`src/rtl/ex_muldiv_unit.sv`:
```
// Multi-cycle unsigned MUL/DIV execution unit with operand forwarding muxes.
// Shift-add multiply and restoring divide, one bit per cycle, stalling the pipeline while busy.
module ex_muldiv_unit #(
  parameter int WIDTH = 16
) (
  input  logic             clk,
  input  logic             rst,
  input  logic [15:0]      IDEXIR,
  input  logic [2:0]       ForwardA,
  input  logic [2:0]       ForwardB,
  input  logic [WIDTH-1:0] rf_a,
  input  logic [WIDTH-1:0] rf_b,
  input  logic [WIDTH-1:0] exmem_alu,
  input  logic [WIDTH-1:0] exmem_r0_mul,
  input  logic [WIDTH-1:0] exmem_r0_div,
  input  logic [WIDTH-1:0] memwb_wdata,
  input  logic [WIDTH-1:0] memwb_r0_mul,
  input  logic [WIDTH-1:0] memwb_r0_div,
  input  logic             flush,
  output logic [WIDTH-1:0] op_a,
  output logic [WIDTH-1:0] op_b,
  output logic             stall,
  output logic             done,
  output logic [WIDTH-1:0] result_lo,
  output logic [WIDTH-1:0] result_hi,
  output logic             div_zero
);

  localparam int CW = (WIDTH > 1) ? $clog2(WIDTH) : 1;
  localparam logic [CW-1:0] LAST = CW'(WIDTH - 1);

  typedef enum logic [1:0] {
    IDLE = 2'd0,
    MUL  = 2'd1,
    DIV  = 2'd2,
    DONE = 2'd3
  } state_t;

  state_t           state_r, state_s;
  logic [CW-1:0]    cnt_r;
  logic [WIDTH-1:0] a_r, b_r, hi_r, lo_r;
  logic [WIDTH-1:0] hi_nxt_s, lo_nxt_s;
  logic [WIDTH:0]   sum_s, shifted_s, trial_s;
  logic             is_mul_s, is_div_s, start_s, opb_zero_s, last_s;

  // Forwarding muxes for both operands
  always_comb begin
    case (ForwardA)
      3'd0:    op_a = exmem_r0_mul;
      3'd1:    op_a = exmem_r0_div;
      3'd2:    op_a = exmem_alu;
      3'd3:    op_a = memwb_wdata;
      3'd4:    op_a = memwb_r0_mul;
      3'd5:    op_a = memwb_r0_div;
      default: op_a = rf_a;
    endcase
    case (ForwardB)
      3'd0:    op_b = exmem_r0_mul;
      3'd1:    op_b = exmem_r0_div;
      3'd2:    op_b = exmem_alu;
      3'd3:    op_b = memwb_wdata;
      3'd4:    op_b = memwb_r0_mul;
      3'd5:    op_b = memwb_r0_div;
      default: op_b = rf_b;
    endcase
  end

  // Instruction decode; a flushed instruction never starts
  always_comb begin
    is_mul_s   = (IDEXIR[15:12] == 4'd0) && (IDEXIR[3:0] == 4'd4);
    is_div_s   = (IDEXIR[15:12] == 4'd0) && (IDEXIR[3:0] == 4'd5);
    start_s    = (is_mul_s || is_div_s) && !flush;
    opb_zero_s = (op_b == {WIDTH{1'b0}});
    last_s     = (cnt_r == LAST);
  end

  // One iteration of the shared hi/lo datapath: multiply shifts right, divide shifts left
  always_comb begin
    sum_s     = {1'b0, hi_r} + {1'b0, (lo_r[0] ? a_r : {WIDTH{1'b0}})};
    shifted_s = {hi_r, lo_r[WIDTH-1]};
    trial_s   = shifted_s - {1'b0, b_r};
    if (state_r == MUL) begin
      hi_nxt_s = sum_s[WIDTH:1];
      lo_nxt_s = {sum_s[0], lo_r[WIDTH-1:1]};
    end else if (state_r == DIV) begin
      if (shifted_s >= {1'b0, b_r}) begin
        hi_nxt_s = trial_s[WIDTH-1:0];
        lo_nxt_s = {lo_r[WIDTH-2:0], 1'b1};
      end else begin
        hi_nxt_s = shifted_s[WIDTH-1:0];
        lo_nxt_s = {lo_r[WIDTH-2:0], 1'b0};
      end
    end else begin
      hi_nxt_s = hi_r;
      lo_nxt_s = lo_r;
    end
  end

  // Next-state and stall; stall covers the start cycle unless it is a divide by zero
  always_comb begin
    state_s = state_r;
    stall   = 1'b0;
    case (state_r)
      IDLE: begin
        if (start_s) begin
          if (is_mul_s) begin
            state_s = MUL;
            stall   = 1'b1;
          end else if (opb_zero_s) begin
            state_s = DONE;
            stall   = 1'b0;
          end else begin
            state_s = DIV;
            stall   = 1'b1;
          end
        end else begin
          state_s = IDLE;
        end
      end
      MUL, DIV: begin
        stall = 1'b1;
        if (flush) begin
          state_s = IDLE;
        end else if (last_s) begin
          state_s = DONE;
        end else begin
          state_s = state_r;
        end
      end
      DONE:    state_s = IDLE;
      default: state_s = IDLE;
    endcase
    if (rst) begin
      stall = 1'b0;
    end else begin
      stall = stall;
    end
  end

  assign done = (state_r == DONE);

  // State, operand capture, iteration and result registers
  always_ff @(posedge clk or posedge rst) begin
    if (rst) begin
      state_r   <= IDLE;
      cnt_r     <= {CW{1'b0}};
      a_r       <= {WIDTH{1'b0}};
      b_r       <= {WIDTH{1'b0}};
      hi_r      <= {WIDTH{1'b0}};
      lo_r      <= {WIDTH{1'b0}};
      result_lo <= {WIDTH{1'b0}};
      result_hi <= {WIDTH{1'b0}};
      div_zero  <= 1'b0;
    end else begin
      state_r <= state_s;
      case (state_r)
        IDLE: begin
          if (start_s) begin
            a_r      <= op_a;
            b_r      <= op_b;
            hi_r     <= {WIDTH{1'b0}};
            lo_r     <= is_mul_s ? op_b : op_a;
            cnt_r    <= {CW{1'b0}};
            div_zero <= 1'b0;
            if (is_div_s && opb_zero_s) begin
              result_lo <= {WIDTH{1'b1}};
              result_hi <= op_a;
              div_zero  <= 1'b1;
            end
          end
        end
        MUL, DIV: begin
          hi_r  <= hi_nxt_s;
          lo_r  <= lo_nxt_s;
          cnt_r <= cnt_r + CW'(1);
          if (last_s && !flush) begin
            result_lo <= lo_nxt_s;
            result_hi <= hi_nxt_s;
          end
        end
        default: ;
      endcase
    end
  end

endmodule

```
`config.mk`:
```
export PLATFORM = sky130hd
export DESIGN_NAME = ex_muldiv_unit
export DESIGN_NICKNAME = d
export VERILOG_FILES = /design/src/rtl/ex_muldiv_unit.sv
export SDC_FILE = /design/constraint.sdc
export NUM_CORES = 1
export LEC_CHECK = 0
export ABC_AREA = 0
export CORE_ASPECT_RATIO = 0.8
export CORE_UTILIZATION = 50
export DETAILED_ROUTE_END_ITERATION = 10
export GPL_TIMING_DRIVEN = 0
export PLACE_DENSITY = 0.81
export RECOVER_POWER = 25
export SLEW_MARGIN = 20
export SYNTH_ARGS = -nofsm -noshare
export SYNTH_HDL_FRONTEND = slang
export SYNTH_SLANG_ARGS = --single-unit
```
`constraint.sdc`:
```
create_clock -name clk -period 5.8 [get_ports clk]
set_input_delay 1.74 -clock clk [delete_from_list [all_inputs] [get_ports clk]]
set_output_delay 1.74 -clock clk [all_outputs]
set_load 0.02 [all_outputs]
```
==> Word-level counts from Yosys, hierarchy flattened <==
Index checks and enable logic that the tools add are counted.
{ "classes": {"addsub": 3, "n_lt_le_gt_ge": 1, "eq_ne": 20, "muxes": 36, "n_reduce_logical": 17} }
{ "ops": {"columns": ["operator", "n"], "rows": [
  ["16-bit two-way mux", 15],
  ["16-bit case mux with 6 select lines", 2],
  ["16-bit case mux with 2 select lines", 4],
  ["16-bit by 16-bit adder with 17-bit output", 1],
  ["17-bit by 16-bit greater-or-equal comparator with 1-bit output", 1],
  ["16-bit logical NOT", 1],
  ["16-bit subtractor", 1],
  ["3-bit by 2-bit equality test with 1-bit output (second input constant)", 4],
  ["3-bit equality test (second input constant)", 4],
  ["4-bit by 3-bit equality test with 1-bit output (second input constant)", 2],
  ["2-bit two-way mux", 4],
  ["4-bit case mux with 2 select lines", 1],
  ["1-bit two-way mux", 7],
  ["3-bit by 1-bit equality test with 1-bit output (second input constant)", 2],
  ["3-bit logical NOT", 2],
  ["2-bit != test (second input constant)", 3],
  ["2-bit case mux with 3 select lines", 1],
  ["1-bit logical AND", 5],
  ["4-bit by 1-bit adder with 4-bit output (second input constant)", 1],
  ["2-bit equality test (second input constant)", 2],
  ["4-bit equality test (second input constant)", 1],
  ["4-bit logical NOT", 1],
  ["4-bit two-way mux", 1],
  ["2-bit AND reduction", 2],
  ["other kinds (9)", 9]
]} }
{ "word_totals": {"register_bits": 103, "input_bits": 153, "out_inout_bits": 67, "word_cells": 86} }

==> Logic depth before layout (Yosys ltp) <==
{ "depth": {"ltp_word": 8, "depth_mapped": 13, "depth_no_buf": 12} }

==> Worst setup path before layout <==
No wires, ideal clock.
{ "synth_timing": {"path_kind": "input-to-output", "start": "input ForwardB[0]", "end": "output stall", "arrival_ns": 3.985, "t_required_ns": 4.060, "slack_ns": 0.075, "cell_stages": 10, "n_path_buf": 3, "cell_sequence": "buf_6 buf_2 buf_1 a211oi_1 o22ai_1 nor4_1 nand4_1 nor3_1 o21a_1 nor3_1"} }
{ "synth_via": {"elab_chain_cells": 8} }
{ "synth_lines": {"columns": ["item", "line", "rtl"], "rows": [
  ["start, declared", "10", "input logic [2:0] ForwardB,"],
  ["3-bit equality test (tied with other cells)", "57", "case (ForwardB)"],
  ["16-bit case mux with 6 select lines *", "57", null],
  ["named net op_b[10]", "21", "output logic [WIDTH-1:0] op_b,"],
  ["16-bit logical NOT *", "73", "opb_zero_s = (op_b == {WIDTH{1'b0}});"],
  ["1-bit two-way mux *", "109", "end else if (opb_zero_s) begin"],
  ["1-bit two-way mux *", "106", "if (is_mul_s) begin"],
  ["1-bit two-way mux *", "105", "if (start_s) begin"],
  ["1-bit case mux with 2 select lines *", "103", "case (state_r)"],
  ["1-bit two-way mux *", "133", "if (rst) begin"],
  ["end, declared", "22", "output logic stall,"]
]} }
The timed path passes the listed nets; every way through them passes the cells marked *.

==> Worst setup path after layout <==
{ "layout_timing": {"start": "input exmem_alu[12]", "end": "output stall"} }
{ "layout_via": {"elab_chain_cells": 7} }
{ "layout_lines": {"columns": ["item", "line", "rtl"], "rows": [
  ["start, declared", "13", "input logic [WIDTH-1:0] exmem_alu,"],
  ["16-bit case mux with 6 select lines", "57", null],
  ["16-bit logical NOT", "73", null],
  ["1-bit two-way mux", "109", null],
  ["1-bit two-way mux", "106", null],
  ["1-bit two-way mux", "105", null],
  ["1-bit case mux with 2 select lines", "103", null],
  ["1-bit two-way mux", "133", null]
]} }
Every way passes these cells.

==> key figures <==
Status
  • Outcome: finished, violations left
  • Failing checks: design-rule violations, max-capacitance violations, max-slew violations, negative setup slack

Timing
  • Worst Tran Pin Value: 2740 ps
  • RSZ-0062 raised after global routing: true
  • Finish-stage setup viols: 1
  • Final period utilization: 101%
  • Post-route minimum period: roughly 6000 ps
  • Hold Vio Cnt, Final: 0
  • Max-slew violations: 48
  • Worst setup margin: -53.1 ps
  • Worst clock skew: about 14 ps
  • Slew margin rel.: -82.8%
  • F_max: 0.171 GHz

Place
  • GPL Wtd Cong: roughly 0.98
  • Detail Placement HPWL: 31200 um
  • Post-DP Area: ~11000 um^2
  • Port bufs: 208

GRT
  • First-pass GRT wire length: 58400 um
  • Global route hottest layer: met2
  • Pin count of the biggest net entering global routing: 58
  • GRT Total Usage: a little over two fifths
  • GRT Residual Overflow: 0
  • Initial antenna violation count: 2
  • Vias in the first global route: just under 10000
  • Met1 Use GR: 58.1%
  • Met3 usage: approximately 14%
  • Met2 Usage GRT: 61.5%

Synthesis
  • Leading area contributor after synthesis: dfrtp_1
  • Syn avg cell area: around 8.2 um^2
  • Dominant synthesized flop cell: dfrtp_1
  • Post-synth EDFFs: 0
  • Cell count after synthesis: 1107
  • Area contributors post-synth: dfrtp_1, a21oi_1, o21ai_0, mux2_2, ha_1
  • Post-synthesis async set-or-reset flop share: 100%
  • Post-synthesis cell type count: a little over 70
  • Post-Syn Nets: roughly 1300
  • Post-synthesis sequential area ratio: 28.4%
  • Yosys warnings: 0
  • Seq cells post-synth: about 100
  • Synth Cell Area: slightly above 9000 um^2
  • Share of the synthesized area in the top cell type: 28.4%

Final layout
  • N_diodes: 0
  • Nets: approximately 1500
  • Layout cells sized above 1: 13.8%
  • Final instance area: around 12000 um^2
  • Util after Layout: between 60% and 70%
  • Area grow syn2layout: 34.8%

Power
  • Cell leakage power: 5.25 nW
  • Power density over cell area: between 300 and 400 nW/um^2
  • Max IR drop VDD: 0.000298 V

CTS
  • Worst-path clk slew: around 80 ps
  • Cts bufs inserted: 9
  • CTS tree: built
  • Clk sink count: about 100
  • H-tree depth: 3
  • Clk Latency, worst-skew pair: ~360 ps
  • Clock Root Buffer: clkbuf_16
  • CTS Buffer Depth: 2

Critical path
  • CP Class: in -> out
  • Startpoint Class: input port
  • Max FO, Critical Path: 2
  • Arrival @ worst endpoint: about 4000 ps
  • CP required: 4060 ps
  • Critical path capture point type: output pin

Detailed routing
  • Routed WL: 39700 um
  • First-pass DRT Iterations: 11
  • Vias: 10400
  • DR vias/cell: ~6.6
  • Antenna Nets Post-Route: 0
  • Wire length per cell: between 20 and 30 um
  • DRC: 2
  • Initial DRC count: 1430

Die
  • Die ar.: about 19000 um^2
  • I/O pins: 220
  • Die X-Extent: between 150 and 200 um
  • Initial core utilization: 51.7%
  • Core box area: between 15000 and 20000 um^2
  • Die Span Y: about 120 um
  • Row cnt: 43

Job
  • Max cap viols: 1

Worst hold path
  • Hold Crit Class: reg -> reg
[cell families after synthesis]
| group | count (synthesis) | synth area share (%) |
|---|---|---|
| AOI/OAI and AO/OA | 378 | 26.5 |
| and+or+nand+nor | 330 | 17.2 |
| buffers and inverters | 127 | 6.09 |
| muxes | 107 | 14.0 |
| DFF | 103 | 28.4 |
| adders and majority gates | 39 | 5.55 |
| xor gates and xnor gates | 23 | 2.22 |
[placed cells by master (no fill, tap or decap), types with 15 or more instances in the layout]
| cell type | synthesis | routed |
|---|---|---|
| ha_1 | 37 | 37 |
| a221oi_1 | 17 | 16 |
| o211ai_1 | 22 | 22 |
| a21oi_1 | 106 | 100 |
| mux2_2 | 42 | 42 |
| o21ai_0 | 103 | 98 |
| mux2_4 | 15 | 15 |
| buf_4 | 0 | 16 |
| nor2b_1 | 17 | 15 |
| inv_1 | 51 | 49 |
| mux2i_1 | 44 | 43 |
| clkbuf_1 | 53 | 39 |
| dfrtp_1 | 103 | 103 |
| nand3_1 | 25 | 25 |
| nor2_1 | 89 | 84 |
| nand2_1 | 113 | 112 |
| clkdlybuf4s50_1 | 0 | 194 |
| and2_1 | 18 | 18 |
[registers in the layout, summed over array words and instances, names as in the netlist]
name / count
a_r: 16
b_r: 16
hi_r: 16
lo_r: 16
result_hi: 16
result_lo: 16
cnt_r: 4
state_r: 2
div_zero: 1
[worst paths after layout]
| kind | start | end | slack [ps] | depth (start not counted) |
|---|---|---|---|---|
| min in group asynchronous | rst | result_lo[0]$_DFFE_PP0P_ | 1830 | 2 |
| setup / recovery | exmem_alu[12] | stall | -50 | 9 |
| hold reg to reg | result_hi[2]$_DFFE_PP0P_ | result_hi[2]$_DFFE_PP0P_ | 490 | 2 |
| setup reg to reg | hi_r[1]$_DFFE_PP0P_ | result_hi[6]$_DFFE_PP0P_ | 2050 | 10 |
| max in group asynchronous | rst | a_r[11]$_DFFE_PP0P_ | 1010 | 3 |
| hold / removal | result_hi[2]$_DFFE_PP0P_ | result_hi[2]$_DFFE_PP0P_ | 490 | 2 |
[where the power goes]
part           internal, mW  total (mW)  leakage [nW]  switching [mW]
clock                 0.314       0.649         0.154           0.335
combinational         0.994        2.53          3.81            1.54
sequential            0.939        1.15          1.29           0.209
[metrics by stage]
stage,power (mW),setup WS [ps],TNS (ps),instances,hold WS (ps)
after floorplan,2.61,75.2,0,1107,440
after global placement,3.49,-1600,-56790,1540,465
after detailed placement,3.54,-1680,-26460,1541,470
after CTS,4.22,-150,-150,1565,488
after global routing,4.55,-91.8,-91.8,1572,510
final,4.33,-53.1,-53.1,1572,487
[cell usage after synthesis (5+ instances only)]
library cell	instances
a221oi_1	17
nand3_1	25
mux2_2	42
a31oi_1	6
o21a_1	8
o211ai_1	22
nor2_1	89
nand2b_1	11
o21ai_0	103
a22oi_1	15
buf_6	7
buf_1	5
buf_2	9
xnor2_1	13
mux2i_1	44
a22o_1	7
mux4_2	6
a21o_1	14
inv_1	51
nand2_1	113
o31ai_1	8
nand4_1	6
o22ai_1	19
a211oi_1	5
and3_1	8
and2_1	18
nand3b_1	6
dfrtp_1	103
ha_1	37
mux2_4	15
clkbuf_1	53
o2111ai_1	5
nor3_1	14
a21oi_1	106
nor2b_1	17
xor2_1	10
[metal layers]
layer / up-vias / wire length, um
met2: 746 / 16200
met5: - / 26
met3: 134 / 5230
li1: 4536 / -
met1: 4971 / 16700
met4: 4 / 1570
[critical path, cell delays in order]
cell and delay (ps):
clkdlybuf4s50_1 440, mux4_2 500, nand4bb_1 240, a21o_4 260, or3_1 350, nor3_2 230
o21a_1 150, nor3_1 50, clkbuf_2 150
[cell type report]
type | count | area (um^2)
buffer | 75 | 477
clock buffer | 9 | 225
clock inverter | 7 | 91.3
fill | 1464 | 5310
inverter | 52 | 209
multi-input combinational | 877 | 6180
sequential | 103 | 2580
tap | 225 | 282
timing repair buffer | 224 | 2180
[timing repair]
item / in CTS / in global routing
setup endpoints to repair: 31 / 14
hold buffers: 0 / 0
resized for setup: 95 / 36
pin swaps: 12 / 5
setup buffers: 8 / 7
(Power assumes the default switching activity.)
